**src/rtl/param_counter.sv**
```systemverilog
// param_counter: modulo-N up/down counter with programmable step, clamped
// synchronous load, one-cycle terminal-count pulse and sticky overflow flag.
// Optional build macro PARAM_COUNTER_SAT_EN: when defined, a step that would
// wrap instead sticks at MODULO-1 (up) or 0 (down); tc/ovf still report it.
// Priority per edge: clr > load > en > hold. Reset is asynchronous, active-low.
module param_counter #(
  parameter int WIDTH  = 7,
  parameter int MODULO = 100,
  parameter int STEP   = 1
) (
  input  logic             clk,
  input  logic             rst,
  input  logic             en,
  input  logic             up,
  input  logic             load,
  input  logic [WIDTH-1:0] load_val,
  input  logic             clr,
  output logic [WIDTH-1:0] out,
  output logic             tc,
  output logic             ovf
);

  // One extra bit keeps cur+STEP and cur+MODULO exact even at MODULO=2**WIDTH.
  localparam logic [WIDTH:0] MOD_V  = (WIDTH+1)'(MODULO);
  localparam logic [WIDTH:0] STEP_V = (WIDTH+1)'(STEP);
  localparam logic [WIDTH:0] MAX_V  = (WIDTH+1)'(MODULO - 1);

  generate
    if (MODULO < 2 || MODULO > (1 << WIDTH)) begin : g_bad_modulo
      $error("param_counter: MODULO out of range for WIDTH");
    end
    if (STEP < 1 || STEP >= MODULO) begin : g_bad_step
      $error("param_counter: STEP must satisfy 1 <= STEP < MODULO");
    end
  endgenerate

  logic [WIDTH:0]   cur;
  logic [WIDTH:0]   inc;
  logic             up_wrap;
  logic             dn_wrap;
  logic             bnd;
  logic [WIDTH:0]   step_val;
  logic [WIDTH-1:0] load_clamped;
  logic             step_unused;

  assign cur     = {1'b0, out};
  assign inc     = cur + STEP_V;
  assign up_wrap = (inc >= MOD_V);
  assign dn_wrap = (cur < STEP_V);
  assign bnd     = up ? up_wrap : dn_wrap;

  // Next count for an enabled step: wrap by default, or pin at the end stop.
  always_comb begin
    step_val = cur;
`ifdef PARAM_COUNTER_SAT_EN
    if (up) step_val = up_wrap ? MAX_V : inc;
    else    step_val = dn_wrap ? '0    : cur - STEP_V;
`else
    if (up) step_val = up_wrap ? inc - MOD_V        : inc;
    else    step_val = dn_wrap ? cur + MOD_V - STEP_V : cur - STEP_V;
`endif
  end

  // Out-of-range load values are clamped to the top of the count range.
  always_comb begin
    load_clamped = load_val;
    if ({1'b0, load_val} >= MOD_V) load_clamped = MAX_V[WIDTH-1:0];
  end

  // In range the top bit of step_val is always zero; it is only carry room.
  assign step_unused = step_val[WIDTH];

  // Count/flag registers: clr beats load beats en; tc lasts one cycle only.
  always_ff @(posedge clk or negedge rst) begin
    if (!rst) begin
      out <= '0;
      tc  <= 1'b0;
      ovf <= 1'b0;
    end else if (clr) begin
      out <= '0;
      tc  <= 1'b0;
      ovf <= 1'b0;
    end else if (load) begin
      out <= load_clamped;
      tc  <= 1'b0;
    end else if (en) begin
      out <= step_val[WIDTH-1:0];
      tc  <= bnd;
      ovf <= ovf | bnd;
    end else begin
      tc  <= 1'b0;
    end
  end

endmodule
```
**config.mk**
```make
export PLATFORM = sky130hd
export DESIGN_NAME = param_counter
export DESIGN_NICKNAME = d
export VERILOG_FILES = /design/src/rtl/param_counter.sv
export SDC_FILE = /design/constraint.sdc
export NUM_CORES = 1
export LEC_CHECK = 0
export ABC_AREA = 1
export CORE_ASPECT_RATIO = 0.8
export CORE_MARGIN = 1.5
export CORE_UTILIZATION = 45
export CTS_CLUSTER_DIAMETER = 150
export DETAILED_ROUTE_END_ITERATION = 8
export GPL_ROUTABILITY_DRIVEN = 0
export PLACE_DENSITY_LB_ADDON = 0.2
export SETUP_SLACK_MARGIN = 0.02
export SYNTH_ARGS = -nofsm -noshare
export SYNTH_HDL_FRONTEND = slang
export SYNTH_SLANG_ARGS = --single-unit
```
**constraint.sdc**
```tcl
create_clock -name clk -period 2.14 [get_ports clk]
set_input_delay 0.535 -clock clk [delete_from_list [all_inputs] [get_ports clk]]
set_output_delay 0.535 -clock clk [all_outputs]
set_load 0.01 [all_outputs]
```
==> impl_results.md, run 1 <==
- Die H: 44.90 um
- Vias: 1204
- P_leak: 0.6599 nW
- Number of synthesized register bits: 9
- Max-Cap Viols: 0
- GRT Total Usage: 0.2461
- CTS tree: yes
- Hold Violations, Final: 0
- Post-Syn Area: 987.2 sq um
- CTS Buffer Depth: 2
- Cell Area, Placed: 1231 sq um
- Max incr delay on CP: 0.47 ns
- Grt ovf: 0
- Layout cells sized above 1: 0.1571
- Crit path top cell by count: nand2_1
- Highest-count cells in the layout ignoring fill and taps: nand2_1, clkdlybuf4s50_1, inv_1
- Syn_nets: 179
- Clock Power Share: 0.207
- Slew of the pin with the lowest slew margin: 0.4035 ns
- Count of input and output buffers: 21
- Internal: 0.3898 mW
- Num CTS Buffers: 3
- FMAX: 0.4947 GHz
- Worst rel slew slack: 0.7302
- Ratio of final minimum period to clock period: 0.9445
- Final instance area: 1316 sq um
- Initial antenna violation count: 0
- Post-layout power: 0.6455 mW
- Pins Over Slew Limit: 0
- Layout area overhead: 33.33%
- CP Buf/Inv Count: 2
- DRC viols: 0
- Sum Neg Setup Slack: 0 ns
- Seq/Total Area, Yosys: 0.2281
- Worst path cell trace: ha_4 -> inv_1 -> nand2_1 -> nand2_2 -> inv_1 -> ha_1 -> nand2_1 -> nand3_2 -> nand3_4 -> nand2_4 -> o211ai_1 -> nand2_1 -> nand2_1 -> nand2_1
- Cell Rows: 14
- Compound-Gate Fraction of Synth Area: 0.1204
- Clock Tree Root: clkbuf_4
- Logic pwr share: 0.467
- Critical Path RT: 2.29 ns
- Arrival time worst endpoint: 2.17 ns
- Initial DRC Count: 125
- Net Sw Frac: 0.3961
- # IOs: 22
- Cell count after synthesis: 161
- Clk_lat worst skew: 0.27 ns
- Commonest non-fill, non-tap cell in the layout: nand2_1
- CP Max Fanout: 7
- Sink Count: 9
- # setup viols final: 0
- Levels on crit path: 14
- Worst R2R Path Depth: 14
- Skew final: 0.007619 ns
- Number of antenna-violating nets in the routed design: 0
- # H-tree levels: 1
- Worst path top cell family by delay: simple AND/OR/NAND/NOR gates
- Via density: 5.600
- Fill cell count: 171
- Die width: 55.37 um
- Worst setup path class: flop to flop
- Syn avg cell area: 6.132 sq um
- Worst hold stages: 2
- Clock transition at path regs: 0.06 ns
- Synth unique cells: 26
- Synth Warn #: 0
- Layout Nets: 210
- PD cells: 490.4 nW/um^2
- Drt pass-1 iters: 4
- Vias in the first global route: 1037
- Diodes inserted: 0
- Switch Pwr: 0.2557 mW
- Dpl hpwl: 2.276 mm
- Largest net degree at the start of global routing: 11
- Post-DR wirelength/cell: 13.87 um
- Core region area: 1979 sq um
- Crit. End Element: flop
- Post-Synth Simple-Gate Area: 0.4550
- CP Launch Type: flop
- Seq pwr share: 0.327
- Slowest-stage cell, CP: dfrtp_2
- Status: finished clean
- Synth Area in XOR/XNOR: 0.02662
- Wirelength, routed: 2.983 mm
- Core Util, Final: 0.6650
- VDD IR max: 0.0003425 V
- Tmin final: 2.021 ns
- # hold bufs at CTS: 0
- Post-synthesis adder-cell area fraction: 0.06337
- Post-synthesis mux area share: 0
- Starting density of the core: 0.4987
- Die area: 2486 sq um
- Largest family of logic cells by synthesized area: simple AND/OR/NAND/NOR gates
- Min-Delay Path Class: flop to flop
- First-pass GRT wire length: 4.671 mm
[final timing paths]
path	start	endpoint	slack, ns
max in group asynchronous	rst	out[1]	1.26
max reg2reg	out[0]	out[4]	0.12
min in group asynchronous	rst	out[5]	0.56
max	out[0]	out[4]	0.12
min	ovf	ovf	0.49
min reg2reg	ovf	ovf	0.49
[cell families (layout without fill, tap and decap cells)]
family          Yosys count  in the layout
simple gates             97             97
xor+xnor                  3              3
compound gates           22             22
flops                     9              9
fa+ha+maj                 5              5
buf+inv                  25             55
[cells in the mapped netlist, drive strengths merged]
cell / number / share of area
xnor2: 1 / 0.0089
o22ai: 1 / 0.0063
clkbuf: 1 / 0.0038
nor2: 10 / 0.046
a21oi: 3 / 0.015
nand3: 19 / 0.12
o21ai: 15 / 0.076
nand2: 60 / 0.24
nand4: 4 / 0.025
o211ai: 1 / 0.0076
dfrtp: 9 / 0.23
nor3: 3 / 0.015
a31oi: 1 / 0.0063
xor2: 2 / 0.018
buf: 3 / 0.023
o221ai: 1 / 0.0089
ha: 5 / 0.063
inv: 21 / 0.080
or2: 1 / 0.0063
[sequential cells by signal (all words and copies together) (netlist names)]
signal,count
tc,1
ovf,1
out,7
[power groups by stage]
stage	combinational, mW	sequential (mW)	clock [mW]
floorplan	0.172	0.209	0
finish	0.301	0.211	0.133
detailed placement	0.272	0.211	0
global route	0.329	0.213	0.147
global placement	0.265	0.210	0
CTS	0.275	0.209	0.138
[stage by stage]
step | hold slack [ns] | setup WS (ns) | cells
6_report | 0.4900 | 0.1187 | 215
5_1_grt | 0.5293 | -0.005346 | 215
4_1_cts | 0.4887 | 0.06440 | 210
3_5_place_dp | 0.4745 | 0.04836 | 206
3_3_place_gp | 0.4630 | 0.09873 | 206
2_1_floorplan | 0.2394 | 0.2634 | 161
[routing by layer]
layer	part of all wire	vias to the layer above	wire length (um)	global-route usage
li1	-	586	-	-
met1	0.44	545	1323	0.3541
met2	0.45	65	1350	0.3714
met3	0.084	8	252	0.04011
met4	0.019	0	57	0.1024
met5	0	-	0	0
[area by class of cell]
class                      instances  area (sq um)  area share
multi-input combinational        127         674.4      0.5124
inverter                          21         78.83     0.05989
clock buffer                       4         26.28     0.01996
timing repair buffer              30         277.8      0.2110
sequential                         9         229.0      0.1740
tap                               24         30.03     0.02281
[worst register-to-register path: stages, from the launching register on]
cell      delay (ns)
dfrtp_2         0.47
ha_4            0.20
inv_1           0.05
nand2_1         0.05
nand2_2         0.10
inv_1           0.07
ha_1            0.18
nand2_1         0.09
nand3_2         0.10
nand3_4         0.09
nand2_4         0.08
o211ai_1        0.19
nand2_1         0.08
nand2_1         0.09
nand2_1         0.07
[what timing repair did]
item / CTS / global route
pin swaps: 0 / 1
gates resized for setup: 3 / 4
setup buffers: 0 / 5
endpoints found under the setup margin: 1 / 7
(Power assumes the default switching activity.)
==> inputs of run 2 (changes only) <==
CELL_PAD_IN_SITES_DETAIL_PLACEMENT = 1   (was not set)
CELL_PAD_IN_SITES_GLOBAL_PLACEMENT = 2   (was not set)
CORE_UTILIZATION = 26   (was 45)
==> run 2 against run 1 <==
Effect of this change: register-to-register slack worse by 0.02 ns; largest cell class unchanged; sequential power is 2% lower; global-route usage is 6.4 points lower; critical path type unchanged; wire length is 18% higher; clock skew is 0.0070 ns lower; via count is 1.7% lower; setup slack worse by 0.021 ns; final cell count is 9.8% higher; worst hold slack better by 0.0091 ns; die area is 68% higher.
==> impl_results.md, run 2 (synthesis gave the netlist of run 1 again) <==
- PnR worst setup slack: 0.09773 ns (-0.02102 ns)
- Wire length on met1: 1.884 mm (+42%)
- Skew final: 0.0005955 ns (-0.007024 ns)
- Pre-CTS worst setup slack: -0.02813 ns (-0.07650 ns)
- RSZ-0062 raised after global routing: yes
- First-pass GRT wire length: 5.851 mm (+25%)
- # hold bufs at CTS: 0 (unchanged)
- Grt ovf: 0 (unchanged)
- Number of antenna-violating nets in the routed design: 0 (unchanged)
- Clock Power Share: 0.279 (+0.072)
- Initial DRC Count: 28 (-78%)
- Fill cell count: 480 (+180%)
- Top flop regs: out (7), ovf (1), tc (1)
- WL met2: 1.508 mm (+12%)
- Die H: 58.12 um (+29%)
- Switch Pwr: 0.2769 mW (+8.3%)
- RR Endpoint: out[4]
- Worst setup path class: flop to flop
- Seq pwr share: 0.283 (-0.044)
- Net Sw Frac: 0.3795 (-0.01659)
- Layout area overhead: 40.56%
- Diodes inserted: 0 (unchanged)
- Worst rel slew slack: 0.7295 (about the same)
- Cell Area, Placed: 1291 sq um (+4.9%)
- Vias: 1183 (-1.7%)
- Pins Over Slew Limit: 0 (unchanged)
- Crit. End Element: flop
- # setup viols final: 0 (unchanged)
- Num CTS Buffers: 3 (unchanged)
- Via density: 5.013 (-10%)
- Commonest non-fill, non-tap cell in the layout: nand2_1
- Core region area: 3542 sq um (+79%)
- Die area: 4178 sq um (+68%)
- Min-Delay Path Class: flop to flop
- CTS Buffer Depth: 2 (unchanged)
- Largest net degree at the start of global routing: 11 (unchanged)
- Biggest register: out
- Max-Cap Viols: 0 (unchanged)
- Worst R2R Path Depth: 14 (unchanged)
- PD cells: 525.8 nW/um^2 (+7.2%)
- Worst hold stages: 2 (unchanged)
- VDD IR max: 0.0001941 V (-43%)
- CTS tree: yes
- Critical Path RT: 2.27 ns (-0.02 ns)
- CP Max Fanout: 7 (unchanged)
- Clk_lat worst skew: 0.24 ns (-0.03 ns)
- Layout cells sized above 1: 0.1856 (+0.02850)
- Top sig layer: met4
- GRT Total Usage: 0.1823 (-0.06377)
- Count of input and output buffers: 21 (unchanged)
- Slew of the pin with the lowest slew margin: 0.4045 ns (+0.001003 ns)
- Flop-to-flop setup slack: 0.1 ns (-0.02 ns)
- Multi-input gate area in the final layout: 681.9 sq um (+1.1%)
- DRC viols: 0 (unchanged)
- Sink Count: 9 (unchanged)
- RR Startpoint: out[0]
- Final instance area: 1388 sq um (+5.4%)
- Post-DR wirelength/cell: 14.96 um (+7.8%)
- Logic pwr share: 0.438 (-0.029)
- # IOs: 22 (unchanged)
- Cell Rows: 19 (+5)
- P_leak: 0.6856 nW (+3.9%)
- Hold Violations, Final: 0 (unchanged)
- Die width: 71.89 um (+30%)
- Clock transition at path regs: 0.05 ns (about the same)
- Post-layout power: 0.7296 mW (+13%)
- Dpl hpwl: 2.950 mm (+30%)
- Vias in the first global route: 1198 (+16%)
- FF+latch area: 227.7 sq um (-0.55%)
- Arrival time worst endpoint: 2.17 ns (about the same)
- Initial antenna violation count: 0 (unchanged)
- Highest-count cells in the layout ignoring fill and taps: nand2_1, clkdlybuf4s50_1, inv_1
- Drt pass-1 iters: 4 (unchanged)
- Internal: 0.4527 mW (+16%)
- CP Launch Type: flop
- CP endpoint: out[4]
- Wirelength, routed: 3.530 mm (+18%)
- Starting density of the core: 0.2787 (-0.2200)
- # H-tree levels: 1 (unchanged)
- Tmin final: 2.042 ns (+0.02102 ns)
- Met3 Routed Length: 105 um (-58%)
- Status: finished clean
- Clock Tree Root: clkbuf_8
- Max reg flops: 7 (unchanged)
- Critical path origin: out[0]
- Ratio of final minimum period to clock period: 0.9543 (+0.009822)
- FMAX: 0.4897 GHz (-1.0%)
- Layout Nets: 213 (+1.4%)
run 2: power by group through the flow:
stage	Sequential, mW	Clock, mW	Combinational, mW
floorplan	0.209	0	0.172
global placement	0.208	0	0.294
detailed placement	0.209	0	0.299
CTS	0.207	0.208	0.302
global route	0.210	0.212	0.358
finish	0.206	0.203	0.320
run 2: through the flow:
stage | util | TNS (ns) | hold WS [ns] | cells
2_1_floorplan | - | 0 | 0.2394 | 161
3_3_place_gp | 0.3645 | 0 | 0.4620 | 229
3_5_place_dp | 0.3645 | -0.02813 | 0.4890 | 229
4_1_cts | 0.3790 | 0 | 0.5032 | 233
5_1_grt | 0.3917 | -0.03548 | 0.5079 | 236
6_report | 0.3917 | 0 | 0.4991 | 236
run 2: worst min-delay path by stage:
stage / startpoint / to / slack (ns)
floorplan: rst / out[0] / 0.24
CTS: ovf / ovf / 0.50
finish: ovf / ovf / 0.50
detailed placement: ovf / ovf / 0.49
global placement: ovf / ovf / 0.46
global route: ovf / ovf / 0.51
run 2: area by class of cell:
class | instances | share of cell area
Clock buffer | 3 | 0.02976
Clock inverter | 1 | 0.003607
Inverter | 21 | 0.05681
Multi-Input combinational cell | 127 | 0.4914
Sequential cell | 9 | 0.1641
Tap cell | 42 | 0.03787
Timing Repair Buffer | 33 | 0.2164
run 2: worst max-delay path: stages (launching register included):
cell	delay, ns
dfrtp_2	0.42
ha_2	0.22
inv_1	0.06
nand2_1	0.06
nand2_2	0.11
inv_1	0.06
ha_1	0.17
nand2_1	0.08
nand3_2	0.09
nand3_4	0.09
nand2_4	0.08
o211ai_1	0.23
nand2_1	0.11
nand2_2	0.10
nand2_1	0.05
run 2: timing repair:
item | 4_1_cts | 5_1_grt
buffers inserted | 0 | 3
setup endpoints to repair | 1 | 7
pin swaps | 1 | 3
gates resized for setup | 2 | 8
run 2: routing by layer:
layer | vias to the layer above | global-route usage
met1 | 569 | 0.2740
met3 | 5 | 0.02261
met4 | 0 | 0.05121
met2 | 22 | 0.2725
met5 | - | 0
li1 | 587 | -
